`config.mk`:
```
export PLATFORM = sky130hd
export DESIGN_NAME = big_core_kbd_rx
export DESIGN_NICKNAME = d
export VERILOG_FILES = /design/src/rtl/big_core_pkg.sv /design/src/rtl/big_core_kbd_fifo.sv /design/src/rtl/big_core_kbd_rx.sv
export SDC_FILE = /design/constraint.sdc
export NUM_CORES = 1
export LEC_CHECK = 0
export CAP_MARGIN = 20
export CORE_MARGIN = 1
export CORE_UTILIZATION = 55
export DETAILED_ROUTE_END_ITERATION = 16
export PLACE_DENSITY = 0.75
export REMOVE_ABC_BUFFERS = 1
export SYNTH_ARGS = -nofsm -noshare
export SYNTH_HDL_FRONTEND = slang
export SYNTH_SLANG_ARGS = --single-unit
```
`constraint.sdc`:
```
create_clock -name Clk -period 5.1 [get_ports Clk]
set_clock_uncertainty 0.05 [all_clocks]
set_input_delay 1.02 -clock Clk [delete_from_list [all_inputs] [get_ports Clk]]
set_output_delay 1.02 -clock Clk [all_outputs]
set_load 0.01 [all_outputs]
```
`src/rtl/big_core_pkg.sv`:
```
// Shared big_core definitions: CR keyboard register map, keyboard bus payloads,
// and the keyboard receiver state enum (exposed so benches can probe it).
package big_core_pkg;

    localparam int unsigned KBD_DATA_W = 8;
    localparam int unsigned KBD_WORD_W = 11;

    // CR register addresses for the keyboard interface
    localparam logic [7:0] CR_KBD_DATA     = 8'h40;
    localparam logic [7:0] CR_KBD_READY    = 8'h41;
    localparam logic [7:0] CR_KBD_SCANF_EN = 8'h42;

    // One deframed PS/2 word, in the order the bits arrive on the wire
    typedef struct packed {
        logic                  start;
        logic [KBD_DATA_W-1:0] data;
        logic                  odd_parity;
        logic                  stop;
    } t_kbd_word;

    // Receiver -> CR read payload
    typedef struct packed {
        logic [KBD_DATA_W-1:0] kbd_data;
        logic                  kbd_ready;
    } t_kbd_data_rd;

    // CR -> receiver control payload
    typedef struct packed {
        logic kbd_scanf_en;
        logic kbd_pop;
    } t_kbd_ctrl;

    typedef enum logic [1:0] {
        IDLE  = 2'd0,
        RECV  = 2'd1,
        CHECK = 2'd2
    } t_kbd_rx_state;

    // Start low, stop high, and an odd number of ones across data+parity
    function automatic logic kbd_word_valid(input t_kbd_word w);
        return (~w.start) & w.stop & (^{w.data, w.odd_parity});
    endfunction

endpackage

```
`src/rtl/big_core_kbd_fifo.sv`:
```
// Scan-code FIFO for the keyboard receiver.
// Ports: Clk/Rst (sync, active-high); i_push/i_wdata write side; i_pop read side;
// o_head registered head entry (0 when empty); o_full/o_empty registered flags.
// Push while full is ignored unless a pop in the same cycle frees a slot;
// pop while empty is ignored.
module big_core_kbd_fifo #(
    parameter int unsigned FIFO_DEPTH = 8,
    parameter int unsigned DATA_W     = 8
) (
    input  logic              Clk,
    input  logic              Rst,
    input  logic              i_push,
    input  logic [DATA_W-1:0] i_wdata,
    input  logic              i_pop,
    output logic [DATA_W-1:0] o_head,
    output logic              o_full,
    output logic              o_empty
);

    localparam int unsigned AW = $clog2(FIFO_DEPTH);
    localparam int unsigned PW = AW + 1;

    logic [DATA_W-1:0] r_mem [FIFO_DEPTH];
    logic [PW-1:0]     r_rd_ptr;
    logic [PW-1:0]     r_wr_ptr;
    logic [DATA_W-1:0] r_head;
    logic              r_full;
    logic              r_empty;

    logic [PW-1:0]     w_rd_nxt;
    logic [PW-1:0]     w_wr_nxt;
    logic [DATA_W-1:0] w_head_nxt;
    logic              w_do_push;
    logic              w_do_pop;
    logic              w_full_nxt;
    logic              w_empty_nxt;

    // Next pointers/flags and look-ahead head so outputs stay registered
    always_comb begin
        w_do_pop    = i_pop & ~r_empty;
        w_do_push   = i_push & (~r_full | w_do_pop);
        w_rd_nxt    = r_rd_ptr + PW'(w_do_pop);
        w_wr_nxt    = r_wr_ptr + PW'(w_do_push);
        w_empty_nxt = (w_rd_nxt == w_wr_nxt);
        w_full_nxt  = (w_rd_nxt[AW-1:0] == w_wr_nxt[AW-1:0]) &&
                      (w_rd_nxt[AW] != w_wr_nxt[AW]);
        w_head_nxt  = '0;
        if (!w_empty_nxt) begin
            // New head is the word being written this cycle when it lands in the head slot
            if (w_do_push && (w_rd_nxt[AW-1:0] == r_wr_ptr[AW-1:0])) begin
                w_head_nxt = i_wdata;
            end else begin
                w_head_nxt = r_mem[w_rd_nxt[AW-1:0]];
            end
        end
    end

    // Storage array, no reset needed
    always_ff @(posedge Clk) begin
        if (w_do_push) begin
            r_mem[r_wr_ptr[AW-1:0]] <= i_wdata;
        end
    end

    // Pointers and registered outputs
    always_ff @(posedge Clk) begin
        if (Rst) begin
            r_rd_ptr <= '0;
            r_wr_ptr <= '0;
            r_head   <= '0;
            r_full   <= 1'b0;
            r_empty  <= 1'b1;
        end else begin
            r_rd_ptr <= w_rd_nxt;
            r_wr_ptr <= w_wr_nxt;
            r_head   <= w_head_nxt;
            r_full   <= w_full_nxt;
            r_empty  <= w_empty_nxt;
        end
    end

    assign o_head  = r_head;
    assign o_full  = r_full;
    assign o_empty = r_empty;

endmodule

```
`src/rtl/big_core_kbd_rx.sv`:
```
// PS/2 keyboard receiver feeding the CR keyboard registers.
// Ports: Clk/Rst (sync, active-high); kbd_clk/kbd_dat asynchronous PS/2 lines;
// kbd_ctrl {scanf_en, pop} from CR; kbd_data_rd {FIFO head, not-empty} to CR;
// kbd_overflow sticky drop flag; kbd_frame_err one-cycle error/timeout pulse.
module big_core_kbd_rx
    import big_core_pkg::*;
#(
    parameter int unsigned FIFO_DEPTH     = 8,
    parameter int unsigned SYNC_STAGES    = 2,
    parameter int unsigned TIMEOUT_CYCLES = 50000
) (
    input  logic         Clk,
    input  logic         Rst,
    input  logic         kbd_clk,
    input  logic         kbd_dat,
    input  t_kbd_ctrl    kbd_ctrl,
    output t_kbd_data_rd kbd_data_rd,
    output logic         kbd_overflow,
    output logic         kbd_frame_err
);

    localparam int unsigned TO_W = (TIMEOUT_CYCLES > 1) ? $clog2(TIMEOUT_CYCLES) : 1;

    logic [SYNC_STAGES-1:0] r_clk_sync;
    logic [SYNC_STAGES-1:0] r_dat_sync;
    logic                   r_clk_prev;
    t_kbd_rx_state          r_state;
    logic [3:0]             r_bit_cnt;
    logic [KBD_WORD_W-1:0]  r_shift;
    logic [TO_W-1:0]        r_to_cnt;
    logic                   r_frame_err;
    logic                   r_overflow;

    t_kbd_rx_state          w_state_nxt;
    logic [3:0]             w_bit_cnt_nxt;
    logic [KBD_WORD_W-1:0]  w_shift_nxt;
    logic [TO_W-1:0]        w_to_cnt_nxt;
    logic                   w_err_nxt;
    logic                   w_push;
    logic                   w_fall;
    logic                   w_sample;
    t_kbd_word              w_word;
    logic [KBD_DATA_W-1:0]  w_head;
    logic                   w_fifo_full;
    logic                   w_fifo_empty;

    // Input synchronisers; preset high so reset never fakes a falling edge
    always_ff @(posedge Clk) begin
        if (Rst) begin
            r_clk_sync <= '1;
            r_dat_sync <= '1;
            r_clk_prev <= 1'b1;
        end else begin
            r_clk_sync <= {r_clk_sync[SYNC_STAGES-2:0], kbd_clk};
            r_dat_sync <= {r_dat_sync[SYNC_STAGES-2:0], kbd_dat};
            r_clk_prev <= r_clk_sync[SYNC_STAGES-1];
        end
    end

    assign w_fall   = r_clk_prev & ~r_clk_sync[SYNC_STAGES-1];
    assign w_sample = r_dat_sync[SYNC_STAGES-1];

    // Bits enter at the MSB, so the first-received (start) bit ends up at bit 0
    always_comb begin
        w_word.start      = r_shift[0];
        w_word.data       = r_shift[8:1];
        w_word.odd_parity = r_shift[9];
        w_word.stop       = r_shift[10];
    end

    // State register and datapath registers
    always_ff @(posedge Clk) begin
        if (Rst) begin
            r_state     <= IDLE;
            r_bit_cnt   <= '0;
            r_shift     <= '0;
            r_to_cnt    <= '0;
            r_frame_err <= 1'b0;
        end else begin
            r_state     <= w_state_nxt;
            r_bit_cnt   <= w_bit_cnt_nxt;
            r_shift     <= w_shift_nxt;
            r_to_cnt    <= w_to_cnt_nxt;
            r_frame_err <= w_err_nxt;
        end
    end

    // Deframing FSM: next state, shift, timeout and push decision
    always_comb begin
        w_state_nxt   = r_state;
        w_bit_cnt_nxt = r_bit_cnt;
        w_shift_nxt   = r_shift;
        w_to_cnt_nxt  = r_to_cnt;
        w_err_nxt     = 1'b0;
        w_push        = 1'b0;
        case (r_state)
            IDLE: begin
                w_bit_cnt_nxt = '0;
                w_to_cnt_nxt  = '0;
                if (w_fall) begin
                    if (!w_sample) begin
                        w_state_nxt   = RECV;
                        w_bit_cnt_nxt = 4'd1;
                        w_shift_nxt   = {w_sample, r_shift[KBD_WORD_W-1:1]};
                    end else begin
                        w_err_nxt = 1'b1;
                    end
                end
            end
            RECV: begin
                if (w_fall) begin
                    w_shift_nxt   = {w_sample, r_shift[KBD_WORD_W-1:1]};
                    w_bit_cnt_nxt = r_bit_cnt + 4'd1;
                    w_to_cnt_nxt  = '0;
                    if (r_bit_cnt == 4'd10) begin
                        w_state_nxt = CHECK;
                    end
                end else if (r_to_cnt == TO_W'(TIMEOUT_CYCLES - 1)) begin
                    w_state_nxt = IDLE;
                    w_err_nxt   = 1'b1;
                end else begin
                    w_to_cnt_nxt = r_to_cnt + TO_W'(1);
                end
            end
            CHECK: begin
                w_state_nxt = IDLE;
                if (!kbd_word_valid(w_word)) begin
                    w_err_nxt = 1'b1;
                end else if (kbd_ctrl.kbd_scanf_en) begin
                    w_push = 1'b1;
                end
            end
            default: begin
                w_state_nxt = IDLE;
            end
        endcase
    end

    // Sticky overflow: a valid frame found no room and no pop freed one
    always_ff @(posedge Clk) begin
        if (Rst) begin
            r_overflow <= 1'b0;
        end else if (w_push && w_fifo_full && !kbd_ctrl.kbd_pop) begin
            r_overflow <= 1'b1;
        end
    end

    big_core_kbd_fifo #(
        .FIFO_DEPTH (FIFO_DEPTH),
        .DATA_W     (KBD_DATA_W)
    ) u_fifo (
        .Clk     (Clk),
        .Rst     (Rst),
        .i_push  (w_push),
        .i_wdata (w_word.data),
        .i_pop   (kbd_ctrl.kbd_pop),
        .o_head  (w_head),
        .o_full  (w_fifo_full),
        .o_empty (w_fifo_empty)
    );

    assign kbd_data_rd.kbd_data  = w_head;
    assign kbd_data_rd.kbd_ready = ~w_fifo_empty;
    assign kbd_overflow          = r_overflow;
    assign kbd_frame_err         = r_frame_err;

endmodule

```
Word level (Yosys, flattened, before mapping). Memories as Yosys holds them, arrays and structs flattened. A register that Yosys moved wholly into a read port is not among the register bits. Index checks and enable logic that the tools add are counted.

Memory bits (writable): 64. Word-level logic and storage cells: 81. Memories kept: 1. Register bits after elaboration: 50. Bits of input ports: 6.

Equal/unequal tests: 13. Bitwise gates (word level): 10. Add/subtract/negate cells: 4. Reductions and logical operators: 12. Mux-type cells: 28.

Memory list: u_fifo.r_mem (words 8, width 8, read ports 1, clocked after Yosys merged registers in 1, wr ports 1, line big_core_kbd_fifo.sv:23) `logic [DATA_W-1:0] r_mem [FIFO_DEPTH];`.

Operators by type and width (number): $mux 11 (3); $mux 16 (2); $pmux 16 s2 (1); $pmux 11 s2 (1); $add 16x1->16 const B (1); $eq 16x16->1 const B (1); $mux 1 (12); $mux 2 (5); $ne 3x3->1 const B (3); $reduce_xor 9->1 (1); $add 4x1->4 (2); $pmux 4 s2 (1); $reduce_and 4->1 (2); $ne 2x2->1 const B (3); $and 1x1->1 (5); $add 4x1->4 const B (1); $eq 4x4->1 (1); $eq 4x4->1 const B (1); $mux 4 (1); $not 1->1 (4); $pmux 2 s2 (1); $reduce_and 2->1 (2); $eq 3x3->1 (1); $logic_and 1x1->1 (3); other kinds (9) (9).

Logic depth before layout (Yosys ltp). Gate-level depths: netlist of run 1.

Word-level depth: 9. Depth in mapped cells: 14. Depth with buffers taken out: 12.

Hierarchy. Synthesis of run 1 repeated with hierarchy kept, for this count alone.

Cell total of the unflattened synthesis: 405. Area total of the unflattened synthesis: 5152.4 um^2.

By module, submodules not included: big_core_kbd_fifo (cells an instance 177, area an instance 3218.1 um^2, times used 1); big_core_kbd_rx (cells an instance 228, area an instance 1934.4 um^2, times used 1).

Worst setup path after synthesis of run 1. No wires, ideal clock.

Path type: input -> register. Start point: input port kbd_ctrl[1] in the netlist's numbering. End point: register u_fifo.r_head[0] (netlist: u_fifo.o_head[0]), read port of u_fifo.r_mem. Data required time: 4919 ps. Arrival: 2899 ps. Path slack: 2021 ps. Cell stages on the path: 13. Path through: nand2_1 -> nor4_1 -> and2_1 -> buf_2 -> nand2_1 -> inv_1 -> ha_1 -> ha_1 -> xnor2_1 -> xor2_1 -> nand3_1 -> o21bai_2 -> nor3_1.

Cells in the longest elaborated chain, start to end: 7.

RTL lines: start, declared (line big_core_kbd_rx.sv:16) `input t_kbd_ctrl kbd_ctrl,`; $mux 1 (line big_core_kbd_rx.sv:129) `end else if (kbd_ctrl.kbd_scanf_en) begin`; $mux 1 (line big_core_kbd_rx.sv:127) `if (!kbd_word_valid(w_word)) begin`; $mux 1 (line big_core_kbd_rx.sv:96) `case (r_state)`; $and 1x1->1 (line big_core_kbd_fifo.sv:41) `w_do_push = i_push & (~r_full | w_do_pop);`; $add 4x1->4 (line big_core_kbd_fifo.sv:43) `w_wr_nxt = r_wr_ptr + PW'(w_do_push);`; $eq 4x4->1 (line big_core_kbd_fifo.sv:44) `w_empty_nxt = (w_rd_nxt == w_wr_nxt);`; $reduce_or 2->1 (no line); end, declared (line big_core_kbd_fifo.sv:26) `logic [DATA_W-1:0] r_head;`.

Every way passes these cells. A chain may end at the register's enable or synchronous reset.

Final worst setup path of run 1.
Start point: input port kbd_ctrl[1] in the netlist's numbering. End point: register u_fifo.r_head[1] (netlist: u_fifo.o_head[1]), read port of u_fifo.r_mem.

The elaborated chain is that of the path after synthesis.

==> metrics.md, run 1 <==
| Metric | Value |
|---|---|
| Status | `completed` |
| Post-detail-place hpwl | `6.46 mm` |
| Synth unique cells | `54` |
| PostCTS Resize Cnt | `0` |
| Hold path start | `r_dat_sync[0]` |
| Commonest non-fill, non-tap cell in the layout | `edfxtp_1` |
| FF-to-FF setup slack | `1.67 ns` |
| RSZ-0062 raised after global routing | `no` |
| Routed wire per std cell | `around 18 um` |
| Vias in the first global route | `approximately 3200` |
| Layout area overhead | `15.7%` |
| Crit-path max cell delay | `between 0.5 and 0.6 ns` |
| Hold Path Sink | `r_dat_sync[1]` |
| Core area | `between 0.009 and 0.01 mm^2` |
| Tot GR Track Use | `0.224` |
| Slowest cell on crit path | `nor4_1` |
| Clock insertion delay at the later pin of the skew report | `approximately 0.52 ns` |
| Setup bufs post-CTS | `0` |
| Cell depth of the worst hold path | `1` |
| Critical path arrival | `just under 4 ns` |
| Leakage | `about 2.1 nW` |
| Final WL | `just under 10 mm` |
| FP Rows | `35` |
| Fmax | `275 MHz` |
| # H-tree levels | `4` |
| Switching power | `around 0.00041 W` |
| CTS clk-pin slew, worst paths | `approximately 0.060 ns` |
| Placed insts | `between 500 and 600` |
| Detailed router's first-iteration violation count | `between 150 and 200` |
| CP Cell Sequence | `clkdlybuf4s50_1 -> nand2_1 -> nor4_1 -> and2_1 -> nand2_1 -> inv_1 -> ha_1 -> ha_1 -> xnor2_1 -> xor2_1 -> nand3_1 -> o21bai_2 -> nor3_1` |
| Power Density | `~350 mW/mm^2` |
| # diodes | `0` |
| TNS Setup | `0 ns` |
| Number of synthesized flops with an enable pin | `64` |
| Most frequent cells in the layout | `edfxtp_1 (64), dfxtp_1 (58), nor2_1 (29)` |
| Internal Power | `roughly 0.0017 W` |
| Register area share after synthesis | `0.595` |
| Synth Cell Area | `between 0.005 and 0.006 mm^2` |
| Seq pwr share | `0.487` |
| Starting Density | `0.564` |
| R2r startpoint | `r_state[1]` |
| YS warnings | `0` |
| Layout cells sized above 1 | `0.164` |
| Worst R2R Path Depth | `12` |
| Final Cycle Share | `0.714` |
| Vias | `approximately 3300` |
| Gate power share | `0.009` |
| Routed Antenna Nets | `0` |
| Final Wtd Congestion | `between 0.8 and 0.9` |
| CTS tree | `yes` |
| Endpoints failing setup | `0` |
| Die Wd | `99.1 um` |
| First-pass GRT wire length | `16.3 mm` |
| Clock share of power | `0.504` |
| Hold slack | `0.372 ns` |
| Nets | `around 440` |
| CTS sink cnt | `roughly 120` |
| Clock root cell | `clkbuf_8` |
| Asr flop ratio synth | `0` |
| Final core utilization | `0.652` |
| Crit path kind | `primary input to flop` |
| IO buf count | `16` |
| Total Die Area | `a little under 0.01 mm^2` |
| Final hold viol count | `0` |
| Max Cap Violations | `0` |
| I/O Pins | `17` |
| Tightest Pin Transition | `between 0.8 and 0.9 ns` |
| Top_reg_cell synth | `edfxtp_1` |
| Worst setup EP type | `flop` |
| Tmin final | `3.64 ns` |
| Post-CTS Hold Buffers | `0` |
| Sw Share | `0.196` |
| Slew headroom | `0.410` |
| Capture point of the worst reg-to-reg path | `u_fifo.o_head[1]` |
| Clk buf depth | `2` |
| Post-Syn Instances | `406` |
| Avg Inst Size Synth | `between 10 and 15 um^2` |
| CTS buffer count | `17` |
| Initial antenna violation count | `0` |
| Max Fanout on Critical Path | `10` |
| Startpoint Class | `primary input` |
| Yosys reg bits | `approximately 120` |
| Slew Viols, Final | `0` |
| Initial DRT Pass Iterations | `5` |
| Non-Filler Instances | `555` |
| Required @ worst endpoint | `between 5 and 6 ns` |
| Drt drc | `0` |
| Die H | `around 99 um` |
| Largest net degree at the start of global routing | `between 40 and 50` |
| Gr ovfl total | `0` |
| Via density | `5.96` |
| Peak supply drop | `roughly 0.27 mV` |
| Total power | `0.00211 W` |
| Hold Crit Class | `flop to flop` |
-- cell families after synthesis --
family                     after synthesis  share of synthesized area
DFF                                    122                      0.595
and+or+nand+nor                        127                      0.132
buffers and inverters                   31                     0.0270
xor gates and xnor gates                22                     0.0413
muxes                                   33                      0.104
adders and majority gates                7                     0.0169
AOI/OAI and AO/OA                       64                     0.0840
-- power groups by stage --
stage	clock, W	combinational (W)	sequential [W]
global route	0.00112	0.0000202	0.00103
finish	0.00106	0.0000180	0.00103
CTS	0.00107	0.0000181	0.00103
detailed placement	0	0.0000180	0.00105
floorplan	0	0.00000632	0.00105
global placement	0	0.0000178	0.00105
-- sequential cells by signal, summed over array words and instances (netlist names), 4 cells and up --
name	count
r_bit_cnt	4
r_shift	11
r_to_cnt	16
u_fifo.o_head	8
u_fifo.r_mem	64
u_fifo.r_rd_ptr	4
u_fifo.r_wr_ptr	4
-- cell usage after synthesis (all sizes together), types with 4 or more instances --
cell | n | share of area
nor3b | 4 | 0.0058
mux2i | 9 | 0.017
buf | 12 | 0.013
xnor2 | 10 | 0.018
nor3 | 18 | 0.017
mux2 | 8 | 0.017
ha | 7 | 0.017
nand2 | 17 | 0.012
nor2 | 29 | 0.021
nor2b | 7 | 0.0084
inv | 10 | 0.0072
nor4 | 11 | 0.013
mux4 | 16 | 0.070
dfxtp | 58 | 0.22
xor2 | 11 | 0.019
o211a | 4 | 0.0077
a21o | 5 | 0.010
or2 | 6 | 0.0072
a31oi | 12 | 0.014
a21oi | 19 | 0.018
edfxtp | 64 | 0.37
nand3 | 12 | 0.012
clkbuf | 9 | 0.0065
o21ai | 10 | 0.0097
-- worst max-delay path by stage --
stage | cells past startpoint | slack (ns) | start | endpoint
6_report | 13 | 1.46 | kbd_ctrl[1] | u_fifo.o_head[1]
5_1_grt | 13 | 1.19 | kbd_ctrl[1] | u_fifo.o_head[1]
4_1_cts | 13 | 1.49 | kbd_ctrl[1] | u_fifo.o_head[1]
3_5_place_dp | 13 | 0.95 | kbd_ctrl[1] | u_fifo.o_head[1]
3_3_place_gp | 13 | 1.09 | kbd_ctrl[1] | u_fifo.o_head[7]
2_1_floorplan | 9 | 1.91 | kbd_ctrl[0] | u_fifo.o_head[0]
-- critical path: cells and delay by family --
kind                     cells  cell delay (ns)
buffers and inverters        2             0.55
AND/OR/NAND/NOR              6             1.43
AO/OA/AOI/OAI                1             0.32
XOR/XNOR                     2             0.32
adder cells (fa/ha/maj)      2             0.33
-- layout make-up --
type,instances,area [um^2]
flip-flops and latches,122,3080
well taps,111,139
clock inverters,10,76.3
fillers,686,3200
inverters,10,37.5
multi-input cells,253,1960
repair buffers,27,246
clock buffers,22,453
-- routing by layer --
layer / global-route usage / wire (um)
met5: 0 / 0
met4: 0.0814 / 131
met3: 0.0532 / 530
met2: 0.352 / 4720
met1: 0.306 / 4520
-- through the flow --
stage / instance area [um^2] / setup WS (ns)
finish: 5990 / 1.46
global route: 5990 / 1.19
CTS: 5990 / 1.49
detailed placement: 5470 / 0.950
global placement: 5450 / 1.09
floorplan: 5080 / 1.91
(Power assumes the default switching activity.)
==> run 2: changes to the inputs <==
clock period = 3.5 ns   (was 5.1 ns; I/O delays follow)
==> run 2 against run 1 <==
  * Global-route usage increased by 1.6 points
  * Clock power increased by 55%
  * Critical path depth decreased by 1
  * Cell area increased by 2.1%
  * Sequential share of layout area decreased by 1.1 points
  * Flip-flop and latch count unchanged
  * Critical path type is now flop to flop
==> metrics.md, run 2 (synthesized netlist as in run 1, its figures left out) <==
| Metric | Value |
|---|---|
| Initial DRT Pass Iterations | `5 (unchanged)` |
| Peak supply drop | `0.357 mV (+32%)` |
| Crit path kind | `flop to flop` |
| Detailed router's first-iteration violation count | `226 (+15%)` |
| Fmax | `about 310 MHz` |
| Final worst slack | `0.247 ns (-1.21 ns)` |
| First-pass GRT wire length | `17.7 mm (+8.1%)` |
| TNS Setup | `0 ns (unchanged)` |
| Routed wire per std cell | `18.7 um (+4.8%)` |
| Final Wtd Congestion | `0.824 (-2.6%)` |
| Startpoint Class | `flop` |
| CTS clk-pin slew, worst paths | `0.06 ns (about the same)` |
| Layout area overhead | `18.1%` |
| Crit-path max cell delay | `0.56 ns (about the same)` |
| Via density | `6.10 (+2.5%)` |
| Max Cap Violations | `0 (unchanged)` |
| Slew Viols, Final | `0 (unchanged)` |
| Gr ovfl total | `0 (unchanged)` |
| Layout filler cell count | `654 (-4.7%)` |
| Core area | `0.00920 mm^2 (unchanged)` |
| Clock insertion delay at the later pin of the skew report | `0.51 ns (about the same)` |
| Tightest Pin Transition | `0.835 ns (-0.0475 ns)` |
| Final core utilization | `0.666 (+0.0139)` |
| Routed Antenna Nets | `0 (unchanged)` |
| IO buf count | `16 (unchanged)` |
| Critical path arrival | `3.59 ns (-0.38 ns)` |
| Tmin final | `approximately 3.3 ns` |
| CTS sink cnt | `122 (unchanged)` |
| Most frequent cells in the layout | `edfxtp_1 (64), dfxtp_1 (57), nor2_1 (29)` |
| Worst setup EP type | `flop` |
| Vias | `3443 (+4.1%)` |
| Status | `completed` |
| Commonest non-fill, non-tap cell in the layout | `edfxtp_1` |
| Final Cycle Share | `0.930` |
| Drt drc | `0 (unchanged)` |
| Endpoints failing setup | `0 (unchanged)` |
| Vias in the first global route | `3522 (+11%)` |
| Final WL | `10.5 mm (+6.5%)` |
| CP most frequent cell | `xor2_1` |
| Final hold viol count | `0 (unchanged)` |
| Power Density | `517 mW/mm^2 (+47%)` |
| Layout cells sized above 1 | `0.194 (+0.0298)` |
| CTS buffer count | `17 (unchanged)` |
| Die H | `99.1 um (unchanged)` |
| Required @ worst endpoint | `3.83 ns (-1.60 ns)` |
| Largest net degree at the start of global routing | `25 (-44%)` |
| Post-detail-place hpwl | `6.67 mm (+3.2%)` |
| # diodes | `0 (unchanged)` |
| Nets | `453 (+2.0%)` |
| I/O Pins | `17 (unchanged)` |
| Total Die Area | `0.00981 mm^2 (unchanged)` |
| Clk buf depth | `2 (unchanged)` |
| Slowest cell on crit path | `dfxtp_1` |
| Leakage | `2.22 nW (+3.6%)` |
| Tot GR Track Use | `0.240 (+0.0157)` |
| Post-CTS Hold Buffers | `0 (unchanged)` |
| # H-tree levels | `4 (unchanged)` |
| Pre-CTS setup slack | `0.142 ns (-0.807 ns)` |
| FP Rows | `35 (unchanged)` |
| CTS tree | `yes` |
| Die Wd | `99.1 um (unchanged)` |
| Hold Crit Class | `flop to flop` |
| Initial antenna violation count | `0 (unchanged)` |
| Clock root cell | `clkbuf_8` |
| Starting Density | `0.564 (unchanged)` |
| CP Cell Sequence | `xor2_1 -> xnor3_1 -> xor2_1 -> nand2_1 -> inv_1 -> ha_1 -> ha_1 -> xnor2_1 -> xor2_1 -> nand3_1 -> o21bai_4 -> nor3_1` |
| Slew headroom | `0.443 (+0.0338)` |
| Max reg flops | `64 (unchanged)` |
| Max Fanout on Critical Path | `12 (+2)` |
==> run 2: cell count changes in the layout (fill, tap and decap cells not counted), moves of 2 or more <==
cell      delta
clkinv_1     -3
clkbuf_1     -2
inv_4        +3
buf_4        +9
==> run 2: final timing paths <==
check	depth (start not counted)	startpoint	slack, ns	endpoint
setup / recovery	12	r_shift[4]	0.25	u_fifo.o_head[1]
setup reg to reg	12	r_shift[4]	0.25	u_fifo.o_head[1]
hold / removal	1	r_dat_sync[0]	0.36	r_dat_sync[1]
hold reg to reg	1	r_dat_sync[0]	0.36	r_dat_sync[1]
==> run 2: what timing repair did <==
item / 4_1_cts / 5_1_grt
endpoints found under the setup margin: 0 / 8
resized for setup: 0 / 2
hold endpoints to repair: 0 / 0
setup buffers: 0 / 0
==> run 2: per-layer routing <==
layer | vias up | track usage | share of wire
met5 | - | 0 | 0
met4 | 0 | 0.0973 | 0.013
met3 | 16 | 0.0539 | 0.055
met2 | 115 | 0.399 | 0.50
met1 | 1698 | 0.305 | 0.43
li1 | 1614 | - | -
==> run 2: critical path, delay by kind of cell (launching register included) <==
| kind | cells | cell delay [ns] |
|---|---|---|
| compound gates | 1 | 0.28 |
| flops | 1 | 0.56 |
| simple gates | 3 | 0.47 |
| xor+xnor | 5 | 1.31 |
| fa+ha+maj | 2 | 0.40 |
| buf+inv | 1 | 0.06 |
==> run 2: stage by stage <==
stage               power (W)  instances  hold WS [ns]  area [um^2]
floorplan             0.00153        385         0.339         5080
global placement      0.00155        531         0.345         5530
detailed placement    0.00155        532         0.349         5540
CTS                   0.00319        564         0.367         6110
global route          0.00324        564         0.381         6120
finish                0.00316        564         0.361         6120
==> run 2: area by class of cell <==
class	instances	area, um^2	share of cell area
repair buffers	36	323	0.0527
well taps	111	139	0.0227
clock inverters	10	87.6	0.0143
clock buffers	22	484	0.0791
inverters	10	37.5	0.00613
flip-flops and latches	122	3080	0.504
multi-input cells	253	1970	0.321
==> run 2: report_power, final <==
part	switching, W	total [W]	internal [W]
sequential	0.00000179	0.00150	0.00149
clock	0.000603	0.00164	0.00104
combinational	0.0000152	0.0000275	0.0000123
